File: config.mk
export PLATFORM = sky130hd
export DESIGN_NAME = lda_line_engine
export DESIGN_NICKNAME = d
export VERILOG_FILES = /design/src/rtl/lda_line_engine.sv
export SDC_FILE = /design/constraint.sdc
export NUM_CORES = 1
export LEC_CHECK = 0
export ABC_AREA = 0
export CELL_PAD_IN_SITES_DETAIL_PLACEMENT = 1
export CELL_PAD_IN_SITES_GLOBAL_PLACEMENT = 1
export CORE_AREA = 2 2 158 160
export CTS_CLUSTER_SIZE = 14
export DETAILED_ROUTE_END_ITERATION = 10
export DIE_AREA = 0 0 160 162
export GPL_ROUTABILITY_DRIVEN = 1
export PLACE_DENSITY_LB_ADDON = 0.1
export SLEW_MARGIN = 30
export SYNTH_ARGS = -nofsm -noshare
export SYNTH_HDL_FRONTEND = slang
export SYNTH_SLANG_ARGS = --single-unit
File: constraint.sdc
create_clock -name clk -period 8.9 [get_ports clk]
set_input_delay 1.78 -clock clk [delete_from_list [all_inputs] [get_ports clk]]
set_output_delay 1.78 -clock clk [all_outputs]
set_load 0.02 [all_outputs]
File: src/rtl/lda_line_engine.sv
// Line/fill pixel engine: Bresenham lines in all octants, or a raster fill of the whole canvas.
// Optional build macro LDA_CLIP_EN: off-canvas LINE pixels are suppressed and LINE steps every cycle.
module lda_line_engine #(
  parameter int XW       = 9,
  parameter int YW       = 8,
  parameter int CW       = 3,
  parameter int SCREEN_W = 336,
  parameter int SCREEN_H = 210
) (
  input  logic          clk,
  input  logic          reset,
  input  logic          i_cmd_valid,
  output logic          o_cmd_ready,
  input  logic          i_cmd_op,
  input  logic [XW-1:0] i_x0,
  input  logic [YW-1:0] i_y0,
  input  logic [XW-1:0] i_x1,
  input  logic [YW-1:0] i_y1,
  input  logic [CW-1:0] i_color,
  output logic [XW-1:0] o_x,
  output logic [YW-1:0] o_y,
  output logic [CW-1:0] o_color,
  output logic          o_plot,
  input  logic          i_pix_ready,
  output logic          o_busy,
  output logic          o_done
);
  localparam int MW = (XW > YW) ? XW : YW;
  localparam int EW = MW + 2;

  localparam logic [2:0] S_IDLE  = 3'd0;
  localparam logic [2:0] S_SETUP = 3'd1;
  localparam logic [2:0] S_LINE  = 3'd2;
  localparam logic [2:0] S_FILL  = 3'd3;
  localparam logic [2:0] S_DONE  = 3'd4;

  localparam logic [MW-1:0] ONE_M       = MW'(1);
  localparam logic [MW-1:0] FILL_X_LAST = MW'(SCREEN_W - 1);
  localparam logic [MW-1:0] FILL_Y_LAST = MW'(SCREEN_H - 1);

  logic [2:0]           state_q, state_d;
  logic [MW-1:0]        lx0_q, lx0_d, ly0_q, ly0_d, lx1_q, lx1_d, ly1_q, ly1_d;
  logic [CW-1:0]        color_q, color_d;
  logic                 steep_q, steep_d, yup_q, yup_d, ydn_q, ydn_d;
  logic [MW-1:0]        x_q, x_d, y_q, y_d, xend_q, xend_d;
  logic [MW-1:0]        dx_q, dx_d, dy_q, dy_d;
  logic signed [EW-1:0] err_q, err_d;

  // Octant normalisation of the latched endpoints, consumed in SETUP.
  logic [MW-1:0] adx, ady, ax0, ay0, ax1, ay1;
  logic [MW-1:0] sx0, sy0, sx1, sy1, s_dx, s_dy;
  logic          s_steep, s_swap;
  logic signed [EW-1:0] err_init;

  assign adx     = (lx1_q >= lx0_q) ? lx1_q - lx0_q : lx0_q - lx1_q;
  assign ady     = (ly1_q >= ly0_q) ? ly1_q - ly0_q : ly0_q - ly1_q;
  assign s_steep = ady > adx;
  assign ax0     = s_steep ? ly0_q : lx0_q;
  assign ay0     = s_steep ? lx0_q : ly0_q;
  assign ax1     = s_steep ? ly1_q : lx1_q;
  assign ay1     = s_steep ? lx1_q : ly1_q;
  assign s_swap  = ax0 > ax1;
  assign sx0     = s_swap ? ax1 : ax0;
  assign sy0     = s_swap ? ay1 : ay0;
  assign sx1     = s_swap ? ax0 : ax1;
  assign sy1     = s_swap ? ay0 : ay1;
  assign s_dx    = sx1 - sx0;
  assign s_dy    = (sy1 >= sy0) ? sy1 - sy0 : sy0 - sy1;
  assign err_init = -$signed({2'b00, (s_dx >> 1)});

  // Two guard bits keep err within range: it stays in (-dx, dy].
  logic signed [EW-1:0] dx_s, dy_s, err_sum;
  logic                 y_step;

  assign dx_s    = $signed({2'b00, dx_q});
  assign dy_s    = $signed({2'b00, dy_q});
  assign err_sum = err_q + dy_s;
  assign y_step  = !err_sum[EW-1] && (err_sum != '0);

  logic line_plot, line_adv;

`ifdef LDA_CLIP_EN
  localparam logic [MW:0] W_LIM = (MW+1)'(SCREEN_W);
  localparam logic [MW:0] H_LIM = (MW+1)'(SCREEN_H);

  assign line_plot = steep_q ? (({1'b0, y_q} < W_LIM) && ({1'b0, x_q} < H_LIM))
                             : (({1'b0, x_q} < W_LIM) && ({1'b0, y_q} < H_LIM));
  assign line_adv  = 1'b1;
`else
  assign line_plot = 1'b1;
  assign line_adv  = i_pix_ready;
`endif

  always_comb begin
    state_d = state_q;
    lx0_d   = lx0_q;
    ly0_d   = ly0_q;
    lx1_d   = lx1_q;
    ly1_d   = ly1_q;
    color_d = color_q;
    steep_d = steep_q;
    yup_d   = yup_q;
    ydn_d   = ydn_q;
    x_d     = x_q;
    y_d     = y_q;
    xend_d  = xend_q;
    dx_d    = dx_q;
    dy_d    = dy_q;
    err_d   = err_q;

    case (state_q)
      S_IDLE: begin
        if (i_cmd_valid) begin
          lx0_d   = MW'(i_x0);
          ly0_d   = MW'(i_y0);
          lx1_d   = MW'(i_x1);
          ly1_d   = MW'(i_y1);
          color_d = i_color;
          if (i_cmd_op) begin
            x_d     = '0;
            y_d     = '0;
            steep_d = 1'b0;
            state_d = S_FILL;
          end else begin
            state_d = S_SETUP;
          end
        end
      end

      S_SETUP: begin
        steep_d = s_steep;
        x_d     = sx0;
        y_d     = sy0;
        xend_d  = sx1;
        dx_d    = s_dx;
        dy_d    = s_dy;
        yup_d   = sy1 > sy0;
        ydn_d   = sy1 < sy0;
        err_d   = err_init;
        state_d = S_LINE;
      end

      S_LINE: begin
        if (line_adv) begin
          if (x_q == xend_q) begin
            state_d = S_DONE;
          end else begin
            x_d = x_q + ONE_M;
            if (y_step) begin
              if (yup_q) y_d = y_q + ONE_M;
              else if (ydn_q) y_d = y_q - ONE_M;
              err_d = err_sum - dx_s;
            end else begin
              err_d = err_sum;
            end
          end
        end
      end

      S_FILL: begin
        if (i_pix_ready) begin
          if (x_q == FILL_X_LAST) begin
            if (y_q == FILL_Y_LAST) begin
              state_d = S_DONE;
            end else begin
              x_d = '0;
              y_d = y_q + ONE_M;
            end
          end else begin
            x_d = x_q + ONE_M;
          end
        end
      end

      S_DONE:  state_d = S_IDLE;
      default: state_d = S_IDLE;
    endcase
  end

  always_ff @(posedge clk) begin
    if (reset) begin
      state_q <= S_IDLE;
      lx0_q   <= '0;
      ly0_q   <= '0;
      lx1_q   <= '0;
      ly1_q   <= '0;
      color_q <= '0;
      steep_q <= 1'b0;
      yup_q   <= 1'b0;
      ydn_q   <= 1'b0;
      x_q     <= '0;
      y_q     <= '0;
      xend_q  <= '0;
      dx_q    <= '0;
      dy_q    <= '0;
      err_q   <= '0;
    end else begin
      state_q <= state_d;
      lx0_q   <= lx0_d;
      ly0_q   <= ly0_d;
      lx1_q   <= lx1_d;
      ly1_q   <= ly1_d;
      color_q <= color_d;
      steep_q <= steep_d;
      yup_q   <= yup_d;
      ydn_q   <= ydn_d;
      x_q     <= x_d;
      y_q     <= y_d;
      xend_q  <= xend_d;
      dx_q    <= dx_d;
      dy_q    <= dy_d;
      err_q   <= err_d;
    end
  end

  // Steep lines walk along y internally, so the axes swap back on the way out.
  assign o_x         = steep_q ? y_q[XW-1:0] : x_q[XW-1:0];
  assign o_y         = steep_q ? x_q[YW-1:0] : y_q[YW-1:0];
  assign o_color     = color_q;
  assign o_plot      = ((state_q == S_LINE) && line_plot) || (state_q == S_FILL);
  assign o_cmd_ready = (state_q == S_IDLE);
  assign o_busy      = (state_q != S_IDLE);
  assign o_done      = (state_q == S_DONE);

endmodule

* Word-level counts from Yosys, hierarchy flattened
Cells that the tools add are included.
** Operators by class
- Shifts and indexed selects :: 0
- Equality and inequality tests :: 19
- Reductions and logical operators :: 15
- Multiplexer cells :: 45
- $add $sub $neg :: 13
- Div/mod/pow operators :: 0
- Magnitude comparators :: 7
- Bitwise logic cells :: 0
- Multiply operators :: 0
** Operators by type and width (count)
- 9-bit 2-to-1 mux :: 27
- 9-bit one-hot mux with 4 select lines :: 2
- 9-bit subtractor :: 5
- 11-bit 2-to-1 mux :: 3
- 9-bit > comparator :: 3
- 11-bit one-hot mux with 2 select lines :: 1
- 9-bit by 1-bit adder with 9-bit output (second input constant) :: 2
- 9-bit greater-or-equal comparator :: 2
- 3-bit 2-to-1 mux :: 6
- 2-bit != test (second input constant) :: 9
- 8-bit by 8-bit subtractor with 9-bit output :: 2
- 3-bit one-hot mux with 4 select lines :: 1
- 11-bit by 10-bit adder with 11-bit output :: 1
- 8-bit negation with 11-bit output :: 1
- 11-bit nonzero test :: 1
- 11-bit by 10-bit subtractor with 11-bit output :: 1
- 10-bit AND reduction :: 1
- 9-bit by 8-bit equality test with 1-bit output (second input constant) :: 1
- 9-bit equality test :: 1
- 9-bit equality test (second input constant) :: 1
- 9-bit < comparator :: 1
- 9-bit by 1-bit subtractor with 9-bit output (second input constant) :: 1
- 8-bit greater-or-equal comparator :: 1
- 8-bit 2-to-1 mux :: 1
- 19 further kinds :: 24
** Word-level totals
- Word-level logic and storage cells :: 114
- Memories :: 0
- Bits in writable memories :: 0
- Memory bits (read-only) :: 0
- Bits in latches :: 0
- Register bits after elaboration :: 99

* Longest topological paths before layout
- Word-level depth :: 9
- Gate-level depth with buffers :: 50
- Gate-level depth less buffers :: 41

* Worst setup path after synthesis
No wires, ideal clock.
- Path kind :: reg2reg
- Start :: register lx0_q[1]
- End :: register dy_q[5]
- Slack :: -0.961 ns
- Stages on the path, launching flop included :: 49
- Data arrival time :: 9.738 ns
- Library setup time :: 0.122 ns
- Required time :: 8.778 ns
- Path through :: dfxtp_1 inv_1 ha_1 nor2b_1 o21ai_0 a21boi_0 o21ai_0 a21oi_1 o22ai_1 clkbuf_1 mux2i_1 o21ai_0 a221oi_1 xor2_1 ha_1 nand4_1 nor3_1 a211o_1 (+13 left out) clkbuf_1 clkbuf_1 buf_1 nand2_1 and2_1 inv_1 ha_1 nor2b_1 o21ai_0 a21boi_0 o31a_1 o21a_1 nor3_1 mux2_2 a21o_1 a21oi_1 nor4_1 nand3b_1
** On the way
- Cells in the longest elaborated chain, start to end :: 8
- Elaborated cells between the ends (all ways) :: 16
- Those cells by class :: add/sub: 4; order compare: 4; mux: 8
** Ends and longest elaborated chain
- from (decl) :: RTL line 42 : logic [MW-1:0] lx0_q, lx0_d, ly0_q, ly0_d, lx1_q, lx1_d, ly1_q, ly1_d;
- from (signal assigned) :: RTL line 199 : lx0_q <= lx0_d;
- 9-bit subtractor / 9-bit greater-or-equal comparator (equally long branches) :: RTL line 55 : assign adx = (lx1_q >= lx0_q) ? lx1_q - lx0_q : lx0_q - lx1_q;
- 9-bit 2-to-1 mux :: RTL line 55
- 9-bit > comparator :: RTL line 57 : assign s_steep = ady > adx;
- 9-bit 2-to-1 mux (on tied branches) :: RTL line 58, 60
- 9-bit > comparator :: RTL line 62 : assign s_swap = ax0 > ax1;
- 9-bit 2-to-1 mux (on tied branches) :: RTL line 64, 66
- 9-bit subtractor / 9-bit greater-or-equal comparator (equally long branches) :: RTL line 68 : assign s_dy = (sy1 >= sy0) ? sy1 - sy0 : sy0 - sy1;
- 9-bit 2-to-1 mux * :: RTL line 68
- to (signal assigned) :: RTL line 211 : dy_q <= dy_d;
- to (decl) :: RTL line 46 : logic [MW-1:0] dx_q, dx_d, dy_q, dy_d;
Mark *: on every way between the ends. The rest lies on a longest branch, timed or not.
A chain may end at the register's enable or synchronous reset.

* Worst setup path in the final report
- Start :: register ly0_q[1]
- End :: register dy_q[6]
** On the way
- Cells in the longest elaborated chain, start to end :: 8
- Elaborated cells between the ends (all ways) :: 16
- Those cells by class :: add/sub: 4; order compare: 4; mux: 8
** Ends and longest elaborated chain
- from (decl) :: RTL line 42
- from (signal assigned) :: RTL line 200 : ly0_q <= ly0_d;
- 8-bit by 8-bit subtractor with 9-bit output / 8-bit greater-or-equal comparator (equally long branches) :: RTL line 56 : assign ady = (ly1_q >= ly0_q) ? ly1_q - ly0_q : ly0_q - ly1_q;
- 9-bit 2-to-1 mux :: RTL line 56
- 9-bit > comparator :: RTL line 57
- 9-bit 2-to-1 mux (on tied branches) :: RTL line 58, 60
- 9-bit > comparator :: RTL line 62
- 9-bit 2-to-1 mux (on tied branches) :: RTL line 64, 66
- 9-bit subtractor / 9-bit greater-or-equal comparator (equally long branches) :: RTL line 68
- 9-bit 2-to-1 mux * :: RTL line 68
Marks and branches as above.

==> flow_metrics.tcl <==
set metrics [dict create \
    route.detailed.drc 0 \
    crit_path_start_kind "flop" \
    max_clock_freq_mhz 117 \
    timing.rr.start "ly0_q[1]$_SDFFE_PP0P_" \
    tightest_slew_ns 0.779 \
    crit_type "flop to flop" \
    post-route-period-util 0.960 \
    worstHoldPathCells 2 \
    min-delay-start "o_color[1]$_SDFFE_PP0P_" \
    initial_core_util 0.407 \
    finalHoldViolations 0 \
    gp_congestion 0.907 \
    syn-cell-area_um2 9800 \
    outcome "finished clean" \
    clock-root-buffer "clkbuf_16" \
    seq_area_frac_synth 0.202 \
    diodes 0 \
    dp.cells 1762 \
    synth-main-ff-cell "dfxtp_1" \
    end_kind "flop" \
    grt.total_usage 0.275 \
    rr_worst_depth 42 \
    yosysUniqueCellTypes 87 \
    nets 1608 \
    ys.warnings.count 0 \
    synth_top_area_frac 0.202 \
    syn_to_final_growth_pct 22.4 \
    required_ns 9.15 \
    vias 10300 \
    crit_path_frequent_cell "a21oi_1" \
    finalSetupViolations 0 \
    netlist_instances 1348 \
    drtIter0Drc 741 \
    clockBufferDepth 2 \
    startpoint "ly0_q[1]$_SDFFE_PP0P_" \
    cts_tree "done" \
    syn-num-nets 1490 \
    fin_util 0.498 \
    synth_edf_count 0 \
    min_period_ns 8.54 \
    cts_inserted_buffers 9 \
    drt_first_pass_iters 5 \
    grt_pass1_wl_um 56600 \
    finClkSkew_ns 0.0118 \
    ys_seq_elements 99 \
    ant_nets 0 \
    hold_class "flop to flop" \
    drt-total-wl_um 36200 \
    relSlewSlack 0.479 \
    drive_above_1_share 0.158 \
    die_y_um 162 \
    crit_fanout 7 \
    crit_path_end "dy_q[6]$_SDFFE_PP0P_" \
    ios 66 \
    antenna_found_initial 0 \
    slew_viol_final 0 \
    finalWorstSetupSlack_ns 0.358 \
    r2r-end "dy_q[6]$_SDFFE_PP0P_" \
    r2r_slack_ns 0.36 \
    yosysTopAreaCell "dfxtp_1" \
    maxCapViolations 0 \
    grt-ovfl-total 0 \
    htree_levels 3 \
    crit_arrival_ns 8.80 \
    syn_area_per_cell_um2 7.27 \
    async_reset_ff_frac 0 \
    fp.coreArea_um2 24100 \
    grt_pass1_vias 10200 \
    io_buffers 65 \
    final_cell_area_um2 12000 \
    hpwl_um 28800 \
    dpl_cell_area_um2 11300 \
    wl_per_cell_um 20.2 \
    clk_latency_ns 0.37 \
    cts.clk_slew.worst_paths_ns 0.08 \
    synthTopCellsByArea "dfxtp_1, ha_1, nand2_1" \
    cts_num_sinks 99 \
    die_w_um 160 \
    num_rows 57 \
    max_stage_delay_ns 0.40 \
    slowest_stage "ha_2" \
    fin_cells 1795 \
    rsz0062_at_grt "yes" \
    preCtsSetupSlack_ns -0.272 \
    vias_per_cell 5.73 \
    dieArea_um2 25900 \
    grt_max_degree 59 \
]
[state kept, by name, summed over array words and instances, names as in the netlist]
register  count
err_q        11
dx_q          9
dy_q          9
lx0_q         9
lx1_q         9
x_q           9
xend_q        9
y_q           9
ly0_q         8
ly1_q         8
o_color       3
state_q       3
steep_q       1
ydn_q         1
yup_q         1
[metal layers]
layer | global-route usage | wire, um
met5 | 0 | 0
met4 | 0.0688 | 607
met3 | 0.0283 | 1420
met2 | 0.457 | 16600
met1 | 0.384 | 17600
[worst min path at each step]
stage | end | slack (ns)
floorplan | dy_q[4]$_SDFFE_PP0P_ | 0.44
global placement | o_color[1]$_SDFFE_PP0P_ | 0.45
detailed placement | o_color[1]$_SDFFE_PP0P_ | 0.45
CTS | o_color[1]$_SDFFE_PP0P_ | 0.46
global route | dx_q[7]$_SDFFE_PP0P_ | 0.48
finish | o_color[1]$_SDFFE_PP0P_ | 0.45
[Yosys cell counts (9+ instances only)]
library cell and number:
o211ai_1 20, nand3_1 18, or3_1 10, mux2i_1 22, and2_1 17, o21ai_0 56, a211oi_1 25, nand4_1 13
inv_1 109, a22oi_1 12, dfxtp_1 99, nor3_1 26, a21o_1 12, nor4_1 10, clkbuf_1 54, buf_1 9
xnor2_1 33, ha_1 92, nor2b_1 11, nand2b_1 9, a21oi_1 147, nor2_1 113, nand2_1 210, and3_1 13
mux2_2 24, xor2_1 14
[critical path: cells and delay by family (launching register included)]
kind	cells	cell delay (ns)
xor gates and xnor gates	1	0.18
and+or+nand+nor	12	1.77
DFF	1	0.39
muxes	2	0.51
buffers and inverters	5	0.59
AOI/OAI and AO/OA	18	3.66
adders and majority gates	4	1.31
[logic make-up after synthesis]
logic type / after synthesis / share of synthesized area
AO/OA/AOI/OAI: 387 / 0.265
AND/OR/NAND/NOR: 488 / 0.234
flip-flops: 99 / 0.202
XOR/XNOR: 47 / 0.0420
adder cells (fa/ha/maj): 100 / 0.134
buffers and inverters: 181 / 0.0731
multiplexers: 46 / 0.0500
[per-stage QoR]
stage | hold slack [ns] | TNS [ns]
floorplan | 0.436 | 0
global placement | 0.446 | -0.0466
detailed placement | 0.451 | -1.08
CTS | 0.457 | 0
global route | 0.476 | -0.259
finish | 0.452 | 0
[placed cells by master (no fill, tap or decap), types with 7 or more instances in the layout]
cell	netlist	layout
clkbuf_16	0	9
o211ai_1	20	20
nand2b_1	9	9
nand3_1	18	18
nand2_1	210	209
o32ai_1	8	8
and2_1	17	16
or3_1	10	8
a21oi_1	147	142
clkdlybuf4s50_1	0	64
ha_1	92	88
o21ai_2	2	7
o21ai_0	56	42
mux2_2	24	23
xnor2_1	33	32
nor2_1	113	112
dfxtp_1	99	97
nor3_1	26	23
nand4_1	13	13
a22oi_1	12	12
nor4_1	10	10
buf_4	1	109
mux2i_1	22	21
xor2_1	14	14
o21ai_1	3	11
a21o_1	12	12
fa_1	8	8
nor2b_1	11	11
a211oi_1	25	24
inv_1	109	107
and3_1	13	13
[area by class of cell]
type / instances / area [um2]
clock buffer: 10 / 229
clock inverter: 6 / 87.6
fill: 3070 / 12100
inverter: 110 / 417
multi-input combinational: 1069 / 7370
sequential: 99 / 1990
tap: 324 / 405
timing repair buffer: 177 / 1510
[what timing repair did]
item	in CTS	in global routing
pin swaps	0	22
resized for setup	6	57
cloned	0	1
setup buffers	0	16
setup endpoints to repair	10	20
hold buffers	0	0
Power is not shown: default switching activity piles up to over one toggle a cycle in this logic, so the estimate is an artifact.
==> RTL change (config.mk and constraints unchanged) <==
The parameter `XW` goes from 9 to 10.
--- a/src/rtl/lda_line_engine.sv
+++ b/src/rtl/lda_line_engine.sv
@@ -3,3 +3,3 @@
 module lda_line_engine #(
-  parameter int XW       = 9,
+  parameter int XW       = 10,
   parameter int YW       = 8,
Interface: changed (resized i_x0, i_x1 and o_x); port bits go from 66 to 69. No check against the original RTL was run, so the function may have changed too.
==> RTL change against the original RTL <==
  * The run now ends with negative setup slack left
  * Synthesized area rose by 4.1%
  * Critical path depth increased by 2
  * Setup slack worse by 0.60 ns
  * Sequential cell count up 8
  * Design area rose by 12%
  * Core utilization rose by 6.1 points
  * Routed wire length is 19% higher
  * Maximum frequency is 6.6% lower
  * Count of clock-buffer cells in the layout shrank 1
  * Die area did not move
Power is left out: the tool's default activity adds up to more than one toggle a clock period on the data nets, which glitch-free logic cannot reach.
==> RTL change: results (changes against the original RTL) <==
| Metric | Value |
|---|---|
| PortBufs | `68 (+4.6%)` |
| DP Wirelength | `30.6 mm (+6.0%)` |
| Post-synthesis cell type count | `86 (-1.1%)` |
| Critical path arrival | `9.45 ns (+0.65 ns)` |
| Worst clock skew | `0.0162 ns (+0.00441 ns)` |
| Largest register FFs | `12 (+1)` |
| Layout net count | `1736 (+8.0%)` |
| Total track usage | `30.3% (+2.7 points)` |
| DR iter-0 viols | `812 (+9.6%)` |
| Failing checks | `negative setup slack` |
| CP Max Fanout | `10 (+3)` |
| Synth area leaders | `dfxtp_1 (21%), ha_1 (12%), a21oi_1 (7.8%), nand2_1 (7.2%), nor2_1 (4.5%)` |
| Post-DR vias/cell | `6.00 (+4.8%)` |
| Vias in the first global route | `11300 (+10%)` |
| Post-synth top flop | `dfxtp_1` |
| Sum Neg Setup Slack | `-0.880 ns (-0.880 ns)` |
| Syn_nets | `1550 (+4.0%)` |
| Layout cells sized above 1 | `21.6% (+5.7 points)` |
| Post-Place Worst Slack | `-0.367 ns (-0.0947 ns)` |
| Antenna violations before repair | `2 (+2)` |
| Routability congestion estimate | `0.926 (+2.1%)` |
| Final setup fails | `8 (+8)` |
| Post-synth top cells | `nand2_1 (197), a21oi_1 (159), nor2_1 (121), inv_1 (118), dfxtp_1 (107)` |
| Fill count | `3006 (-2.1%)` |
| Status | `finished with violations` |
| Fin worst setup slack | `-0.242 ns (-0.600 ns)` |
| Final WL | `42.9 mm (+19%)` |
| Largest reg by FF count | `err_q` |
## RTL change: cell types whose count changed after synthesis, sizes merged, moves of 9 or more
cell   before  now
o21ai      61   84
xor2       14   23
nand2     210  198
and2       18    7
mux2i      22   34
inv       109  118
a21oi     147  161
## RTL change: routing by layer
layer | up-vias | wire length (um) | global-route usage (%)
met1 | 5640 | 19100 | 41.3
met5 | - | 7 | 0
met4 | 2 | 1200 | 6.59
li1 | 5336 | - | -
met3 | 84 | 2550 | 4.55
met2 | 419 | 20100 | 50.8
## RTL change: worst paths after layout
check	from	to	slack [ns]	cells after the start
worst max-delay path	lx1_q[0]	dy_q[9]	-0.24	44
worst min-delay path	dx_q[4]	dx_q[4]	0.46	2
worst max register to register	lx1_q[0]	dy_q[9]	-0.24	44
worst min register to register	dx_q[4]	dx_q[4]	0.46	2
## RTL change: critical path: cells and delay by family, from the launching register on
family / cells / cell delay (ns)
multiplexers: 3 / 0.88
adder cells (fa/ha/maj): 5 / 1.48
buffers and inverters: 4 / 0.41
AO/OA/AOI/OAI: 21 / 4.26
XOR/XNOR: 1 / 0.15
AND/OR/NAND/NOR: 10 / 1.50
flip-flops: 1 / 0.34
## RTL change: cell families after synthesis
| logic type | share of synthesized area [%] |
|---|---|
| and+or+nand+nor | 20.4 |
| muxes | 5.98 |
| DFF | 21.0 |
| adders and majority gates | 13.8 |
| xor gates and xnor gates | 5.15 |
| buffers and inverters | 7.10 |
| AOI/OAI and AO/OA | 26.6 |
## RTL change: cell type report
type	count	area (um2)	share of cell area (%)
timing repair buffer	241	2050	15.2
inverter	119	447	3.32
multi-input combinational	1106	8120	60.3
sequential	107	2140	15.9
clock buffer	9	225	1.67
clock inverter	7	76.3	0.567
tap	324	405	3.01
## RTL change: repair_timing
| item | 4_1_cts | 5_1_grt |
|---|---|---|
| buffers inserted | 18 | 34 |
| setup endpoints to repair | 9 | 19 |
| gates cloned | 2 | 2 |
| pin swaps | 22 | 57 |
| gates resized for setup | 48 | 107 |
## RTL change: through the flow
step	instances	utilization (%)	hold slack (ns)	cell area [um2]
2_1_floorplan	1398	-	0.436	10400
3_5_place_dp	1841	49.9	0.448	12000
6_report	1913	55.9	0.458	13500
5_1_grt	1913	55.9	0.481	13500
4_1_cts	1877	52.7	0.461	12700
3_3_place_gp	1841	49.9	0.444	12000
